### config.mk
export PLATFORM = sky130hd
export DESIGN_NAME = ebi_master
export DESIGN_NICKNAME = d
export VERILOG_FILES = /design/src/rtl/ebi_pkg.sv /design/src/rtl/ebi_sync2.sv /design/src/rtl/ebi_master.sv
export SDC_FILE = /design/constraint.sdc
export NUM_CORES = 1
export LEC_CHECK = 0
export CAP_MARGIN = 20
export CORE_ASPECT_RATIO = 0.7
export CORE_UTILIZATION = 35
export DETAILED_ROUTE_END_ITERATION = 16
export PLACE_DENSITY = 0.71
export SYNTH_ARGS = -nofsm -noshare
export SYNTH_HDL_FRONTEND = slang
export SYNTH_HIERARCHICAL = 1
export SYNTH_SLANG_ARGS = --single-unit
### constraint.sdc
create_clock -name clk -period 2.1 [get_ports clk]
set_input_delay 0.42 -clock clk [delete_from_list [all_inputs] [get_ports clk]]
set_output_delay 0.42 -clock clk [all_outputs]
set_load 0.01 [all_outputs]
### src/rtl/ebi_pkg.sv
// Shared definitions for the EBI bus master: widths, FSM state encoding,
// the transfer-acknowledge timeout and the counter reload helper.
package ebi_pkg;

    localparam int EBI_AW  = 24;   // bus address field width (A31..A8)
    localparam int WORD_AW = 22;   // internal word address width
    localparam int DW      = 32;   // data width
    localparam int BEW     = 4;    // byte-enable width

    // Maximum number of extra STROBE clocks spent waiting for ta_n
    localparam logic [7:0] TA_TIMEOUT = 8'd255;

    typedef enum logic [2:0] {
        ST_IDLE,
        ST_SETUP,
        ST_STROBE,
        ST_HOLD,
        ST_TURN
    } ebi_state_e;

    // Down-counter reload value for a phase lasting n clocks (n=0 is only
    // meaningful for TURN, which is then skipped entirely).
    function automatic logic [7:0] cyc_load(input int unsigned n);
        if (n == 0) begin
            return 8'd0;
        end
        return 8'(n - 1);
    endfunction

endpackage

### src/rtl/ebi_sync2.sv
// Single-bit two-flop synchronizer for an asynchronous level input.
// RST_VAL is the level the chain presents while in reset.
module ebi_sync2 #(
    parameter logic RST_VAL = 1'b1
) (
    input  logic clk,
    input  logic rst,
    input  logic d,
    output logic q
);

    logic meta_q;
    logic sync_q;

    // Two back-to-back flops to let metastability settle
    always_ff @(posedge clk) begin
        if (rst) begin
            meta_q <= RST_VAL;
            sync_q <= RST_VAL;
        end else begin
            meta_q <= d;
            sync_q <= meta_q;
        end
    end

    assign q = sync_q;

endmodule

### src/rtl/ebi_master.sv
// EBI bus master: turns single-word read/write requests into timed
// SETUP / STROBE / HOLD / TURN bus cycles. All outputs are registered.
// Optional macro EBI_TA_WAIT_EN adds a ta_n wait-state input (with a
// timeout that raises err) that can stretch the STROBE phase.
module ebi_master
    import ebi_pkg::*;
#(
    parameter int unsigned SETUP_CYC  = 1,
    parameter int unsigned STROBE_CYC = 4,
    parameter int unsigned HOLD_CYC   = 1,
    parameter int unsigned TURN_CYC   = 1
) (
    input  logic               clk,
    input  logic               rst,
    input  logic               req,
    input  logic               wr,
    input  logic [WORD_AW-1:0] addr,
    input  logic [BEW-1:0]     be,
    input  logic [DW-1:0]      wdata,
    output logic               busy,
    output logic               ack,
    output logic [DW-1:0]      rdata,
    output logic               cs_n,
    output logic               oe_n,
    output logic [BEW-1:0]     we_n,
    output logic               rd_wr,
    output logic [EBI_AW-1:0]  ebi_addr,
    output logic [DW-1:0]      ebi_data_o,
    output logic               ebi_data_oe,
    input  logic [DW-1:0]      ebi_data_i
`ifdef EBI_TA_WAIT_EN
    ,
    input  logic               ta_n,
    output logic               err
`endif
);

    localparam logic [7:0] SETUP_LOAD  = cyc_load(SETUP_CYC);
    localparam logic [7:0] STROBE_LOAD = cyc_load(STROBE_CYC);
    localparam logic [7:0] HOLD_LOAD   = cyc_load(HOLD_CYC);
    localparam logic [7:0] TURN_LOAD   = cyc_load(TURN_CYC);

    ebi_state_e        state_q;
    logic [7:0]        cnt_q;
    logic              wr_q;
    logic [BEW-1:0]    be_q;
    logic [DW-1:0]     rbuf_q;
    logic              timeout_q;
    logic              busy_q;
    logic              ack_q;
    logic [DW-1:0]     rdata_q;
    logic              cs_n_q;
    logic              oe_n_q;
    logic [BEW-1:0]    we_n_q;
    logic              rd_wr_q;
    logic [EBI_AW-1:0] ebi_addr_q;
    logic [DW-1:0]     ebi_data_o_q;
    logic              ebi_data_oe_q;

    logic strobe_done;
    logic strobe_timeout;

`ifdef EBI_TA_WAIT_EN
    logic       ta_n_s;
    logic [7:0] ext_q;
    logic       err_q;

    ebi_sync2 #(.RST_VAL(1'b1)) u_ta_sync (
        .clk (clk),
        .rst (rst),
        .d   (ta_n),
        .q   (ta_n_s)
    );

    // Minimum strobe elapsed; leave on ta_n, or give up after the timeout.
    // Leaving while ta_n is still high can only mean the timeout fired.
    assign strobe_done    = (cnt_q == 8'd0) && (!ta_n_s || ext_q == TA_TIMEOUT);
    assign strobe_timeout = ta_n_s;
    assign err            = err_q;
`else
    assign strobe_done    = (cnt_q == 8'd0);
    assign strobe_timeout = 1'b0;
`endif

    // Bus cycle sequencer; every pin is updated here so nothing is combinational
    always_ff @(posedge clk) begin
        if (rst) begin
            state_q       <= ST_IDLE;
            cnt_q         <= 8'd0;
            wr_q          <= 1'b0;
            be_q          <= '0;
            rbuf_q        <= '0;
            timeout_q     <= 1'b0;
            busy_q        <= 1'b0;
            ack_q         <= 1'b0;
            rdata_q       <= '0;
            cs_n_q        <= 1'b1;
            oe_n_q        <= 1'b1;
            we_n_q        <= '1;
            rd_wr_q       <= 1'b1;
            ebi_addr_q    <= '0;
            ebi_data_o_q  <= '0;
            ebi_data_oe_q <= 1'b0;
`ifdef EBI_TA_WAIT_EN
            ext_q         <= 8'd0;
            err_q         <= 1'b0;
`endif
        end else begin
            ack_q <= 1'b0;
`ifdef EBI_TA_WAIT_EN
            err_q <= 1'b0;
`endif
            unique case (state_q)
                ST_IDLE: begin
                    if (req) begin
                        wr_q       <= wr;
                        be_q       <= be;
                        busy_q     <= 1'b1;
                        cs_n_q     <= 1'b0;
                        ebi_addr_q <= {addr, 2'b00};
                        rd_wr_q    <= ~wr;
                        if (wr) begin
                            ebi_data_o_q  <= wdata;
                            ebi_data_oe_q <= 1'b1;
                        end
                        cnt_q   <= SETUP_LOAD;
                        state_q <= ST_SETUP;
                    end
                end
                ST_SETUP: begin
                    if (cnt_q == 8'd0) begin
                        if (wr_q) begin
                            we_n_q <= ~be_q;
                        end else begin
                            oe_n_q <= 1'b0;
                        end
                        cnt_q   <= STROBE_LOAD;
                        state_q <= ST_STROBE;
`ifdef EBI_TA_WAIT_EN
                        ext_q   <= 8'd0;
`endif
                    end else begin
                        cnt_q <= cnt_q - 8'd1;
                    end
                end
                ST_STROBE: begin
                    if (strobe_done) begin
                        we_n_q    <= '1;
                        oe_n_q    <= 1'b1;
                        rbuf_q    <= ebi_data_i;
                        timeout_q <= strobe_timeout;
                        cnt_q     <= HOLD_LOAD;
                        state_q   <= ST_HOLD;
                    end else if (cnt_q != 8'd0) begin
                        cnt_q <= cnt_q - 8'd1;
`ifdef EBI_TA_WAIT_EN
                    end else begin
                        ext_q <= ext_q + 8'd1;
`endif
                    end
                end
                ST_HOLD: begin
                    if (cnt_q == 8'd0) begin
                        ack_q         <= 1'b1;
                        cs_n_q        <= 1'b1;
                        rd_wr_q       <= 1'b1;
                        ebi_data_oe_q <= 1'b0;
                        if (!wr_q) begin
                            rdata_q <= timeout_q ? '0 : rbuf_q;
                        end
`ifdef EBI_TA_WAIT_EN
                        err_q <= timeout_q;
`endif
                        if (TURN_CYC == 0) begin
                            busy_q  <= 1'b0;
                            state_q <= ST_IDLE;
                        end else begin
                            cnt_q   <= TURN_LOAD;
                            state_q <= ST_TURN;
                        end
                    end else begin
                        cnt_q <= cnt_q - 8'd1;
                    end
                end
                ST_TURN: begin
                    if (cnt_q == 8'd0) begin
                        busy_q  <= 1'b0;
                        state_q <= ST_IDLE;
                    end else begin
                        cnt_q <= cnt_q - 8'd1;
                    end
                end
                default: begin
                    state_q <= ST_IDLE;
                end
            endcase
        end
    end

    assign busy        = busy_q;
    assign ack         = ack_q;
    assign rdata       = rdata_q;
    assign cs_n        = cs_n_q;
    assign oe_n        = oe_n_q;
    assign we_n        = we_n_q;
    assign rd_wr       = rd_wr_q;
    assign ebi_addr    = ebi_addr_q;
    assign ebi_data_o  = ebi_data_o_q;
    assign ebi_data_oe = ebi_data_oe_q;

endmodule

# Word-level counts from Yosys, hierarchy flattened

Index checks and enable logic that the tools add are counted.

Register bits: 144
Bits in latches: 0
Memory bits (writable): 0
Memory bits (read-only): 0
Memories kept: 0

$add $sub $neg: 1
Multipliers: 0
Divide/modulo/power cells: 0
$lt $le $gt $ge: 0
Eq/ne operators: 14
Shift-type cells: 0
Multiplexer cells: 32
Bitwise gates (word level): 4
Reductions and logical operators: 19

Operators by type and width:

| operator            | number |
|---|---|
| $mux 8              | 6 |
| $pmux 8 s5          | 1 |
| $ne 2x2->1 const B  | 9 |
| $reduce_and 4->1    | 4 |
| $mux 3              | 5 |
| $pmux 3 s5          | 1 |
| $mux 4              | 3 |
| $reduce_and 3->1    | 4 |
| $mux 1              | 10 |
| $pmux 1 s2          | 5 |
| $logic_not 8->1     | 1 |
| $pmux 4 s2          | 1 |
| $reduce_bool 8->1   | 1 |
| $sub 8x1->8 const B | 1 |
| $eq 3x2->1 const B  | 2 |
| $reduce_bool 2->1   | 3 |
| $reduce_and 5->1    | 1 |
| $reduce_bool 5->1   | 1 |
| $not 4->4           | 1 |
| $reduce_and 2->1    | 2 |
| $eq 3x1->1 const B  | 1 |
| $eq 3x3->1 const B  | 1 |
| $logic_not 3->1     | 1 |
| $ne 3x3->1 const B  | 1 |
| other kinds (2)     | 4 |

# Longest topological paths before layout

Depth in word-level cells: 4
Mapped depth: 9

# Least setup slack after synthesis

No wires, ideal clock.

Path kind: flip-flop to flip-flop
From: register cnt_q[4]
To: register rdata_q[15] (netlist: rdata[15])
Arrival time: 2.086 ns
Data required time: 2.031 ns
Setup slack: -0.054 ns
Stages on the path, launching flop included: 8
Buffers on the path: 2
Period minus slack after synthesis: 2.154 ns
Cells stage by stage: dfxtp_1 or4_4 or3_1 buf_6 nor4b_4 buf_6 nand2_1 a21oi_2

Longest elaborated chain between the ends: 2

Ends and longest elaborated chain:

| what                       | RTL line          | RTL |
|---|---|---|
| from (decl)                | ebi_master.sv:44  | `logic [7:0] cnt_q;` |
| from (signal assigned)     | ebi_master.sv:143 | `cnt_q <= cnt_q - 8'd1;` |
| from (signal assigned)     | ebi_master.sv:155 | `cnt_q <= cnt_q - 8'd1;` |
| from (signal assigned)     | ebi_master.sv:182 | `cnt_q <= cnt_q - 8'd1;` |
| $logic_not 8->1            | ebi_master.sv:163 | `if (cnt_q == 8'd0) begin` |
| $reduce_and 3->1 (no line) | -                 |  |
| to (signal assigned)       | ebi_master.sv:169 | `rdata_q <= timeout_q ? '0 : rbuf_q;` |
| to (decl)                  | ebi_master.sv:51  | `logic [DW-1:0] rdata_q;` |

No other way between the ends.
A chain may end at the register's enable or synchronous reset.

# Worst setup path after layout

From: register cnt_q[6]
To: register rdata_q[13] (netlist: rdata[13])

Same word-level chain as after synthesis.

==> reports/results.txt <==
status = finished, violations left
failing checks = negative setup slack
# DRC = 0
post-synthesis cell count = 658
hold_buf cts = 0
# setup viols final = 11
Worst EP required = 2.45 ns
CP Launch Type = register
Max clock buf depth = 2
nets = 956
initial antenna violation count = 0
post-layout min period = 2.15 ns
Die Y = 105 µm
largest net degree at the start of global routing = 74
Critical Path Fanout Max = 8
GP Congestion = 0.775
drt initial violations = 138
Ports = 192
Syn. warnings = 6
drt wl/cell = 13.8 µm
die area = 15600 µm²
Vias/cell = 4.65
Hold Fails Final Rpt = 0
CP max stage cell = or4_4
number of global-route vias before repair = 4895
crit path DAT = 2.50 ns
Fmax = 466 MHz
post-route ant nets = 0
Placed Instances = 1028
Sink Count = 144
final setup TNS = -0.214 ns
combinational power share = 30.6%
Leakage = 3.01 nW
share of cells above drive strength 1 = 12.7%
CTS Buf Count = 17
Synth top area share = 54.5%
CP endpoint kind = register
post-synthesis sequential area ratio = 54.5%
DR vias = 4968
FFs w/ async S/R, synth = 0%
synth top area cells = dfxtp_1 55%, nand2_1 18%, a21oi_1 12%, clkbuf_1 2.6%, a21oi_2 1.5%
critical path class = register to register
clk slew on worst S/H paths = 0.07 ns
post-route insts no fill = 1069
hpwl dp = 9400 µm
Clock Power Share = 32.8%
final global-route overflow total = 0
actual slew at the worst max-slew pin = 0.566 ns
number of synthesized flops with an enable pin = 0
Layout Skew = 0.0141 ns
worst setup margin = -0.0454 ns
Worst path max stage delay = 0.54 ns
final period utilization = 102%
total wire length = 14800 µm
Worst slew margin = 62.2%
Internal = 6.02 mW
die extent in x = 149 µm
Post-Syn Area = 5290 µm²
Max Cap Viol = 0
switching share of power = 32.2%
most area-hungry cell type in the Yosys netlist = dfxtp_1
Port-buffer cells = 189
Final Slew Violations = 0
Syn Area/Cell = 8.04 µm²
hold_ws = 0.365 ns
Rows = 37
VDD IR max = 617 µV
Pre-antenna DRT Iters = 4
worst hold path type = input pin to register
CTS tree = yes
#FFs+latches synth = 144
Initial Util = 35.9%
unique cell type count in the Yosys netlist = 43
Worst-Skew Late Latency = 0.42 ns
core area = 14700 µm²
sw power = 2.86 mW
Reg power frac = 36.5%
Pwr Density = 1070 nW/µm²
root buf cell = clkbuf_16
first-pass GRT wire length = 23800 µm
GRT Util Overall = 19.2%
ys flop type = dfxtp_1
H-tree levels = 4
Area Growth Syn to Fin = 57.4%
crit-path cells = or4_4, or3_4, nor4b_4, buf_4, clkbuf_16, nand2_2, a21oi_2
unrepaired setup endpoints after global routing = true
Ant. Diodes = 0
post-place setup slack = -0.0723 ns
layout by cell type (no fill, tap or decap), types with 3 or more instances in the layout:
cell type and n:
a21oi_1 120, a21oi_2 12, and3_1 4, buf_12 7, buf_4 29, clkbuf_16 19, clkdlybuf4s50_1 188, clkinv_4 4
dfxtp_1 142, inv_1 3, inv_6 5, nand2_1 238, nand2_2 13, nand3_1 3, nand3b_1 3, nor2_1 16
nor3_1 8, o21ai_0 3, o21bai_1 5, or3_1 3, xor2_1 5
Yosys cell counts, drive strengths merged (3+ instances only):
cell type and number:
o21ai 5, buf 9, xor2 5, or3 4
nand3 3, dfxtp 144, nor2 17, nand2 251
and3 4, a21oi 132, o21bai 5, nor3 10
nand3b 3, inv 3, clkbuf 37
state kept, by name, indices dropped and copies added (netlist names):
signal       flops
be_q             4
we_n             4
rd_wr            1
rbuf_q          32
ebi_addr        22
ebi_data_o      32
state_q          3
ack              1
cnt_q            8
rdata           32
cs_n             1
wr_q             1
oe_n             1
ebi_data_oe      1
busy             1
power groups by stage:
stage	clock, mW	sequential [mW]	combinational, mW
global route	3.12	3.29	3.00
floorplan	0	3.36	1.29
global placement	0	3.28	2.51
CTS	2.99	3.24	2.66
detailed placement	0	3.30	2.51
finish	2.92	3.24	2.72
metrics by stage:
step	cell area [µm²]	utilization [%]	total power, mW
3_5_place_dp	7560	51.4	5.81
5_1_grt	8330	56.6	9.40
2_1_floorplan	5320	-	4.65
3_3_place_gp	7560	51.4	5.80
4_1_cts	8240	56.0	8.89
6_report	8330	56.6	8.88
routing by layer:
| layer | share of wire [%] | track usage [%] |
|---|---|---|
| met5 | 0 | 0 |
| met4 | 1.1 | 5.54 |
| met3 | 8.7 | 7.73 |
| met2 | 44 | 29.3 |
| met1 | 46 | 24.8 |
cell families after synthesis:
logic type | share of synthesized area [%]
and+or+nand+nor | 23.9
AOI/OAI and AO/OA | 15.8
DFF | 54.5
buffers and inverters | 4.26
xor gates and xnor gates | 0.828
muxes | 0.402
adders and majority gates | 0.237
other | 0.0709
worst max-delay path, delay by kind of cell (launching register included):
kind / cells / cell delay, ns
AO/OA/AOI/OAI: 1 / 0.12
AND/OR/NAND/NOR: 4 / 1.28
buffers and inverters: 2 / 0.38
flip-flops: 1 / 0.32
final cells by class:
type / count / area, µm²
fill: 1351 / 6390
inverter: 3 / 11.3
multi-input combinational: 466 / 2250
clock inverter: 14 / 141
sequential: 144 / 2890
tap: 195 / 244
timing repair buffer: 229 / 2360
clock buffer: 18 / 439
final timing paths:
check             cells past startpoint  slack [ns]                endpoint                  start
setup reg to reg                      7       -0.05  rdata[13]$_SDFFE_PP0P_  cnt_q[6]$_SDFFE_PP0P_
hold / removal                        2        0.36    be_q[3]$_SDFFE_PP0P_                    rst
setup / recovery                      7       -0.05  rdata[13]$_SDFFE_PP0P_  cnt_q[6]$_SDFFE_PP0P_
hold reg to reg                       2        0.45    be_q[0]$_SDFFE_PP0P_   be_q[0]$_SDFFE_PP0P_
repair_timing:
item	4_1_cts	5_1_grt
setup endpoints to repair	65	72
gates cloned	2	2
setup buffers	4	1
pin swaps	3	8
gates resized for setup	5	11
Power figures use the tool's default switching activity.
